[config.mk]
export PLATFORM = sky130hd
export DESIGN_NAME = boxcar_filter_bank
export DESIGN_NICKNAME = d
export VERILOG_FILES = /design/src/rtl/boxcar_filter_bank_pkg.sv /design/src/rtl/boxcar_channel.sv /design/src/rtl/boxcar_filter_bank.sv
export SDC_FILE = /design/constraint.sdc
export NUM_CORES = 1
export LEC_CHECK = 0
export ABC_CLOCK_PERIOD_IN_PS = 2600
export CORE_MARGIN = 4
export CORE_UTILIZATION = 35
export CTS_CLUSTER_DIAMETER = 50
export DETAILED_ROUTE_END_ITERATION = 10
export SKIP_LAST_GASP = 1
export SYNTH_ARGS = -nofsm -noshare
export SYNTH_HDL_FRONTEND = slang
export SYNTH_SLANG_ARGS = --single-unit
[constraint.sdc]
create_clock -name clk -period 2.6 [get_ports clk]
set_input_delay 0.52 -clock clk [delete_from_list [all_inputs] [get_ports clk]]
set_output_delay 0.52 -clock clk [all_outputs]
set_load 0.02 [all_outputs]
[src/rtl/boxcar_filter_bank_pkg.sv]
// Shared settings for the boxcar filter bank: default widths, channel/window
// defaults and the peak-detector state type.
package boxcar_filter_bank_pkg;

    localparam int SIZE_ADC_DATA      = 12;
    localparam int SIZE_FILTER_DATA   = 14;
    localparam int BOXCAR_NUM_CH      = 4;
    localparam int BOXCAR_WINDOW_LOG2 = 3;
    localparam int BOXCAR_PW_W        = 8;

    typedef enum logic {PK_IDLE, PK_ABOVE} peak_state_t;

endpackage

[src/rtl/boxcar_channel.sv]
// One boxcar channel: L-deep delay line, running-sum accumulator and, when
// BOXCAR_PEAK_DETECT_EN is defined, a threshold-crossing peak detector.
module boxcar_channel
    import boxcar_filter_bank_pkg::*;
#(
    parameter int DATA_W      = SIZE_ADC_DATA,
    parameter int WINDOW_LOG2 = BOXCAR_WINDOW_LOG2,
    parameter int OUT_W       = SIZE_FILTER_DATA,
    parameter int PW_W        = BOXCAR_PW_W
) (
    input  logic                   clk,
    input  logic                   reset,
    input  logic                   in_valid,
    input  logic [WINDOW_LOG2-1:0] wr_ptr,
    input  logic [DATA_W-1:0]      x_in,
    input  logic                   s1_valid,
    input  logic                   filt_valid,
    input  logic [OUT_W-1:0]       threshold,
    output logic [OUT_W-1:0]       filtered,
    output logic                   peak_valid,
    output logic [OUT_W-1:0]       peak_value,
    output logic [PW_W-1:0]        peak_width
);

    localparam int L     = 1 << WINDOW_LOG2;
    localparam int ACC_W = DATA_W + WINDOW_LOG2;

    logic [DATA_W-1:0] line_q [L];
    logic [DATA_W-1:0] line_d [L];
    logic [DATA_W-1:0] x_q, x_d;
    logic [DATA_W-1:0] old_q, old_d;
    logic [ACC_W-1:0]  acc_q, acc_d;

    // Stage 1: capture the new sample and the one it displaces from the window.
    // NOTE: every signal assigned in always_comb gets a default first, so no latch is inferred.
    always_comb begin
        line_d = line_q;
        x_d    = x_q;
        old_d  = old_q;
        if (in_valid) begin
            line_d[wr_ptr] = x_in;
            x_d            = x_in;
            old_d          = line_q[wr_ptr];
        end
    end

    // Intermediate wrap is harmless: the true sum always fits in ACC_W bits.
    always_comb begin
        acc_d = acc_q;
        if (s1_valid) begin
            acc_d = acc_q + ACC_W'(x_q) - ACC_W'(old_q);
        end
    end

    // NOTE: the delay line is reset explicitly so warm-up sums are exact partial sums.
    always_ff @(posedge clk or negedge reset) begin
        if (!reset) begin
            for (int i = 0; i < L; i++) begin
                line_q[i] <= '0;
            end
            x_q   <= '0;
            old_q <= '0;
            acc_q <= '0;
        end else begin
            // NOTE: sequential state uses non-blocking assignments only.
            line_q <= line_d;
            x_q    <= x_d;
            old_q  <= old_d;
            acc_q  <= acc_d;
        end
    end

    if (OUT_W >= ACC_W) begin : g_zext
        assign filtered = OUT_W'(acc_q);
    end else begin : g_trunc
        logic unused_acc_lsbs;
        assign filtered        = acc_q[ACC_W-1 -: OUT_W];
        assign unused_acc_lsbs = ^acc_q[ACC_W-OUT_W-1:0];
    end

`ifdef BOXCAR_PEAK_DETECT_EN
    peak_state_t       state_q, state_d;
    logic [OUT_W-1:0]  max_q, max_d;
    logic [PW_W-1:0]   width_q, width_d;
    logic              peak_valid_q, peak_valid_d;
    logic [OUT_W-1:0]  peak_value_q, peak_value_d;
    logic [PW_W-1:0]   peak_width_q, peak_width_d;

    always_comb begin
        state_d      = state_q;
        max_d        = max_q;
        width_d      = width_q;
        peak_valid_d = 1'b0;
        peak_value_d = peak_value_q;
        peak_width_d = peak_width_q;
        if (filt_valid) begin
            case (state_q)
                PK_IDLE: begin
                    if (filtered >= threshold) begin
                        state_d = PK_ABOVE;
                        max_d   = filtered;
                        width_d = PW_W'(1);
                    end
                end
                PK_ABOVE: begin
                    if (filtered >= threshold) begin
                        if (filtered > max_q) begin
                            max_d = filtered;
                        end
                        if (width_q != '1) begin
                            width_d = width_q + 1'b1;
                        end
                    end else begin
                        peak_valid_d = 1'b1;
                        peak_value_d = max_q;
                        peak_width_d = width_q;
                        state_d      = PK_IDLE;
                    end
                end
                default: state_d = PK_IDLE;
            endcase
        end
    end

    always_ff @(posedge clk or negedge reset) begin
        if (!reset) begin
            state_q      <= PK_IDLE;
            max_q        <= '0;
            width_q      <= '0;
            peak_valid_q <= 1'b0;
            peak_value_q <= '0;
            peak_width_q <= '0;
        end else begin
            state_q      <= state_d;
            max_q        <= max_d;
            width_q      <= width_d;
            peak_valid_q <= peak_valid_d;
            peak_value_q <= peak_value_d;
            peak_width_q <= peak_width_d;
        end
    end

    assign peak_valid = peak_valid_q;
    assign peak_value = peak_value_q;
    assign peak_width = peak_width_q;
`else
    logic unused_peak_inputs;
    assign unused_peak_inputs = ^{threshold, filt_valid};
    assign peak_valid         = 1'b0;
    assign peak_value         = '0;
    assign peak_width         = '0;
`endif

endmodule

[src/rtl/boxcar_filter_bank.sv]
// NUM_CH-channel moving-sum filter with shared write pointer and fill gating.
// Peak detection is built only when BOXCAR_PEAK_DETECT_EN is defined.
module boxcar_filter_bank
    import boxcar_filter_bank_pkg::*;
#(
    parameter int NUM_CH      = BOXCAR_NUM_CH,
    parameter int DATA_W      = SIZE_ADC_DATA,
    parameter int WINDOW_LOG2 = BOXCAR_WINDOW_LOG2,
    parameter int OUT_W       = SIZE_FILTER_DATA,
    parameter int PW_W        = BOXCAR_PW_W
) (
    input  logic                    clk,
    input  logic                    reset,
    input  logic                    in_valid,
    input  logic [NUM_CH*DATA_W-1:0] input_data,
    input  logic [OUT_W-1:0]        threshold,
    output logic                    out_valid,
    output logic [NUM_CH*OUT_W-1:0] output_data,
    output logic [NUM_CH-1:0]       peak_valid,
    output logic [NUM_CH*OUT_W-1:0] peak_value,
    output logic [NUM_CH*PW_W-1:0]  peak_width
);

    localparam int L      = 1 << WINDOW_LOG2;
    localparam int FILL_W = WINDOW_LOG2 + 1;

    logic [WINDOW_LOG2-1:0] wr_ptr_q, wr_ptr_d;
    logic [FILL_W-1:0]      fill_q, fill_d;
    logic                   s1_valid_q, s1_valid_d;
    logic                   s1_full_q, s1_full_d;
    logic                   out_valid_q, out_valid_d;

    // A sample is flagged valid only if it completes (or follows) a full window.
    always_comb begin
        wr_ptr_d    = wr_ptr_q;
        fill_d      = fill_q;
        s1_valid_d  = in_valid;
        s1_full_d   = in_valid && (fill_q >= FILL_W'(L - 1));
        out_valid_d = s1_valid_q && s1_full_q;
        if (in_valid) begin
            wr_ptr_d = wr_ptr_q + 1'b1;
            if (fill_q != FILL_W'(L)) begin
                fill_d = fill_q + 1'b1;
            end
        end
    end

    always_ff @(posedge clk or negedge reset) begin
        if (!reset) begin
            wr_ptr_q    <= '0;
            fill_q      <= '0;
            s1_valid_q  <= 1'b0;
            s1_full_q   <= 1'b0;
            out_valid_q <= 1'b0;
        end else begin
            wr_ptr_q    <= wr_ptr_d;
            fill_q      <= fill_d;
            s1_valid_q  <= s1_valid_d;
            s1_full_q   <= s1_full_d;
            out_valid_q <= out_valid_d;
        end
    end

    assign out_valid = out_valid_q;

    for (genvar c = 0; c < NUM_CH; c++) begin : g_ch
        boxcar_channel #(
            .DATA_W      (DATA_W),
            .WINDOW_LOG2 (WINDOW_LOG2),
            .OUT_W       (OUT_W),
            .PW_W        (PW_W)
        ) u_channel (
            .clk        (clk),
            .reset      (reset),
            .in_valid   (in_valid),
            .wr_ptr     (wr_ptr_q),
            .x_in       (input_data[c*DATA_W +: DATA_W]),
            .s1_valid   (s1_valid_q),
            .filt_valid (out_valid_q),
            .threshold  (threshold),
            .filtered   (output_data[c*OUT_W +: OUT_W]),
            .peak_valid (peak_valid[c]),
            .peak_value (peak_value[c*OUT_W +: OUT_W]),
            .peak_width (peak_width[c*PW_W +: PW_W])
        );
    end

endmodule
* After elaboration in Yosys (flattened, before gate mapping)
Index checks and enable logic that the tools add are counted.
Word-level totals: flip-flop bits (word level) 550, input bits 65, output and inout bits 149, logic and storage cells 86
Cells by class: add/subtract/negate cells 10, order comparisons 3, eq/ne operators 1, multiplexer cells 18, bitwise logic cells 1, reduce and logical (&&, ||, !) cells 4
Operators by type and width (number):
- $bwmux 96 | 4
- $bmux 12 s3 | 4
- $mux 12 | 9
- $add 15x12->15 | 4
- $sub 15x12->15 | 4
- $demux 12 s3 | 1
- $add 4x1->4 const B | 1
- $ge 4x3->1 const B | 1
- $ge 4x4->1 const B | 1
- $lt 4x1->1 const B | 1
- $ne 4x4->1 const B | 1
- $not 3->4 | 1
- $add 3x1->3 const B | 1
- $logic_and 1x1->1 | 3
- $reduce_and 2->1 | 1

* Logic depth before layout (Yosys ltp)
depth after elaboration 6, depth in mapped cells 12, mapped depth without buffers 12

* Hierarchy
Synthesis repeated with hierarchy kept, for this count alone.
Unflattened totals: cell total of the unflattened synthesis 2406, area, all modules 29100.4 µm²
By module, submodules not included:
- boxcar_channel (g_ch[3].u_channel) | times used 1, cells each 592, area an instance 7221.9 µm², seq. area each 3378.2 µm²
- boxcar_channel (g_ch[1].u_channel) | times used 1, cells each 607, area an instance 7191.9 µm², seq. area each 3378.2 µm²
- boxcar_channel (g_ch[2].u_channel) | times used 1, cells each 588, area an instance 7175.6 µm², seq. area each 3378.2 µm²
- boxcar_channel (g_ch[0].u_channel) | times used 1, cells each 586, area an instance 7086.8 µm², seq. area each 3378.2 µm²
- boxcar_filter_bank | times used 1, cells each 33, area an instance 424.2 µm², seq. area each 250.2 µm²

* Least setup slack after synthesis
No wires, ideal clock.
kind reg2reg, from register g_ch[0].u_channel.acc_q[1], to register g_ch[0].u_channel.acc_q[13], setup time 0.131 ns, arrival time 2.614 ns, data required time 2.469 ns, setup slack -0.145 ns, stages on the path, launching flop included 11, path buffers 0, period minus slack after synthesis 2.745 ns, path through dfrtp_1 > inv_1 > fa_1 > inv_1 > ha_1 > a211oi_2 > o21bai_2 > a2111oi_4 > o31a_1 > nor3_1 > or3_1
On the way: word-level cells in the longest chain between the ends 2
Ends and longest elaborated chain:
- start, declared | RTL line boxcar_channel.sv:32 | logic [ACC_W-1:0] acc_q, acc_d;
- start signal, assigned | RTL line boxcar_channel.sv:63 | acc_q <= '0;
- start signal, assigned | RTL line boxcar_channel.sv:69 | acc_q <= acc_d;
- $add 15x12->15 | RTL line boxcar_channel.sv:51 | acc_d = acc_q + ACC_W'(x_q) - ACC_W'(old_q);
- $sub 15x12->15 | RTL line boxcar_channel.sv:51
No other way between the ends. A chain may end at the register's enable or synchronous reset.

* Worst setup path in the final report
Ends and elaborated chain as after synthesis.

==> impl_metrics.py <==
metrics = {
    "worst_setup_path": {
        "worst_path_max_delay_cell": "fa_1",
        "worstSetupStartpointType": "register",
        "end_kind": "register",
        "crit_fanout": 3,
        "critical_path_arrival_ns": 3.20,
        "crit_path_max_incr_delay_ns": 0.57,
        "cp_cell_sequence": "inv_2 > fa_1 > inv_2 > ha_4 > a211oi_4 > o21bai_2 > a2111oi_4 > o31a_1 > o2111a_1 > or3_1",
        "cp_common_cell": "inv_2",
        "path_class": "reg -> reg",
        "required_ns": 3.07,
    },
    "timing": {
        "max_freq_ghz": 0.366,
        "final.min_clock_period_ns": 2.74,
        "setup_viol": 6,
        "finalHoldViolations": 0,
        "fin_ws_ns": -0.136,
        "rsz0062_at_grt": "true",
        "worst_pin_slew_ns": 0.627,
        "worst_clock_skew_ns": 0.0474,
        "maxSlewViolCount": 0,
        "min_period_over_period": 1.05,
        "max-slew-margin-rel": 0.582,
    },
    "clock_network": {
        "cts_max_path_buffers": 3,
        "root_buffer": "clkbuf_16",
        "path_clk_slew_ns": 0.06,
        "htreeDepth": 2,
        "cts_tree": "built",
        "clock_latency_ns": 0.63,
        "cts_buffers": 60,
        "cts.sinks": 550,
    },
    "logic_synthesis": {
        "netlist_instances": 2279,
        "synth_seq_cells": 550,
        "synth_cell_types": 66,
        "netlist_area_um2": 28400,
        "yosysWarningCount": 0,
        "synth_edf_count": 0,
        "synth-main-ff-cell": "dfrtp_1",
        "seq_area_frac_synth": 0.484,
        "syn_avg_cell_area_um2": 12.5,
        "synth-async-reset-ratio": 1.00,
    },
    "global_route": {
        "grt_pass1_wl_mm": 108,
        "grt_max_degree": 116,
        "met3_usage": 0.0304,
        "grt_pass1_vias": 19000,
        "grt_use_met2": 0.265,
        "overflow": 0,
        "grt_usage": 0.157,
        "grt.busiest_layer": "met2",
        "antenna_found_initial": 14,
        "use_met1": 0.210,
    },
    "floorplanning": {
        "core_um2": 80500,
        "start_util": 0.353,
        "chipHeight_um": 293,
        "top_level_ports": 214,
        "fp.dieW_um": 293,
        "num_rows": 104,
        "dieArea_um2": 85800,
    },
    "route": {
        "drtPass1Iterations": 6,
        "via_per_inst": 4.96,
        "antenna_left": 0,
        "drt_iter0_drc": 821,
        "routedWlPerCell_um": 19.0,
        "route.vias.total": 17800,
        "wirelength_mm": 68.1,
        "drc": 0,
    },
    "cells_and_area": {
        "layout.nets": 2650,
        "area_growth_pct": 20.4,
        "drive_gt1_frac": 0.363,
        "final_common_cell": "dfrtp_1",
        "layout_common_cells": "dfrtp_1 (546), mux2_2 (390), inv_1 (190)",
        "final_util": 0.425,
        "stdcell_area_um2": 34200,
        "num-fill-cells": 7283,
    },
    "power_and_ir_drop": {
        "power_leakage_uw": 0.0152,
        "power_density_nw_per_um2": 1620,
        "ir_worst_vdd_v": 0.000659,
        "p_total_uw": 55300,
    },
    "placed_design": {
        "io_buffers": 107,
        "place_worst_setup_slack_ns": -0.246,
        "place_area_um2": 31200,
        "gp_congestion": 0.796,
        "dp_hpwl_mm": 44.4,
    },
    "run": {
        "cap_violations": 0,
    },
    "status": {
        "status": "complete, but fails checks",
        "failed_checks": "negative setup slack",
    },
    "min_path": {
        "hold_path.class": "in -> reg",
    },
}
-- registers in the layout, summed over array words and instances, names as in the netlist --
signal / flops
out_valid: 1
s1_valid_q: 1
g_ch.u_channel.x_q: 48
wr_ptr_q: 3
g_ch.u_channel.old_q: 48
s1_full_q: 1
fill_q: 4
g_ch.u_channel.acc_q: 60
g_ch.u_channel.line_q: 384
-- kinds of logic (layout without fill, tap and decap cells) --
logic type,after synthesis,count (layout),synth area share
xor+xnor,27,27,0.00832
mux,550,550,0.253
fa+ha+maj,111,111,0.0616
compound gates,292,292,0.0636
flops,550,550,0.484
other cells,1,96,0.000132
simple gates,279,279,0.0453
buf+inv,469,623,0.0835
-- metal layers --
layer	vias up	share of wire	wire [µm]
li1	8114	-	-
met5	-	0.0012	80
met4	14	0.024	1620
met1	9228	0.44	30200
met2	337	0.48	32900
met3	108	0.048	3250
-- synth_stat cells (43+ instances only) --
library cell  instances  area [µm²]
a21oi_1              96         480
buf_2                43         215
buf_4               149        1120
clkbuf_1             52         195
dfrtp_1             550       13800
fa_1                 48         961
ha_1                 63         788
inv_1               212         796
mux2_2              392        4410
mux2i_1              60         601
mux4_2               96        2160
nand2_1             101         379
nor2_1               83         312
o21ai_0              84         420
-- final cells by class --
cell class | instances | area, µm² | share of cell area
antenna | 4 | 10.0 | 0.000292
clock inverter | 25 | 363 | 0.0106
sequential | 550 | 13800 | 0.403
clock buffer | 87 | 1730 | 0.0507
multi-input combinational | 1351 | 13400 | 0.391
timing repair buffer | 299 | 2840 | 0.0830
tap | 1060 | 1330 | 0.0387
inverter | 212 | 796 | 0.0232
-- worst max-delay path: cells and delay by family, from the launching register on --
family,cells,cell delay (ns)
AOI/OAI and AO/OA,5,0.91
adders and majority gates,2,0.85
DFF,1,0.37
and+or+nand+nor,1,0.37
buffers and inverters,2,0.10
-- through the flow --
stage          TNS [ns]  hold WS (ns)  cells
5_1_grt           -1.51         0.252   3585
4_1_cts          -0.774         0.219   3560
3_3_place_gp      -2.06         0.422   3437
3_5_place_dp      -2.52         0.426   3437
2_1_floorplan         0         0.224   2370
6_report         -0.425         0.251   3588
-- power breakdown --
group	internal, µW	total, µW	switching, µW	leakage [µW]
clock	5350	8950	3600	0.00102
sequential	12700	15100	2420	0.00657
combinational	16600	31200	14600	0.00758
total	34700	55300	20700	0.0152
-- what timing repair did --
action / CTS / global route
setup endpoints to repair: 24 / 35
buffers inserted: 10 / 25
pin swaps: 34 / 68
endpoints found under the hold margin: 27 / 0
resized for setup: 66 / 97
hold buffers: 1 / 0
-- final timing paths --
kind | startpoint | end | slack (ns) | depth (start not counted)
max in group asynchronous | reset | g_ch[2].u_channel.line_q[7]$_DFFE_PN0P_ | 1.31 | 3
worst min register to register | s1_full_q$_DFF_PN0_ | out_valid$_DFF_PN0_ | 0.45 | 1
min in group asynchronous | reset | g_ch[0].u_channel.line_q[36]$_DFFE_PN0P_ | 0.38 | 2
worst min-delay path | in_valid | wr_ptr_q[0]$_DFFE_PN0P_ | 0.25 | 2
worst max-delay path | g_ch[0].u_channel.acc_q[1]$_DFFE_PN0P_ | g_ch[0].u_channel.acc_q[13]$_DFFE_PN0P_ | -0.14 | 10
worst max register to register | g_ch[0].u_channel.acc_q[1]$_DFFE_PN0P_ | g_ch[0].u_channel.acc_q[13]$_DFFE_PN0P_ | -0.14 | 10
Note: power is estimated with default switching activity, not from simulation.
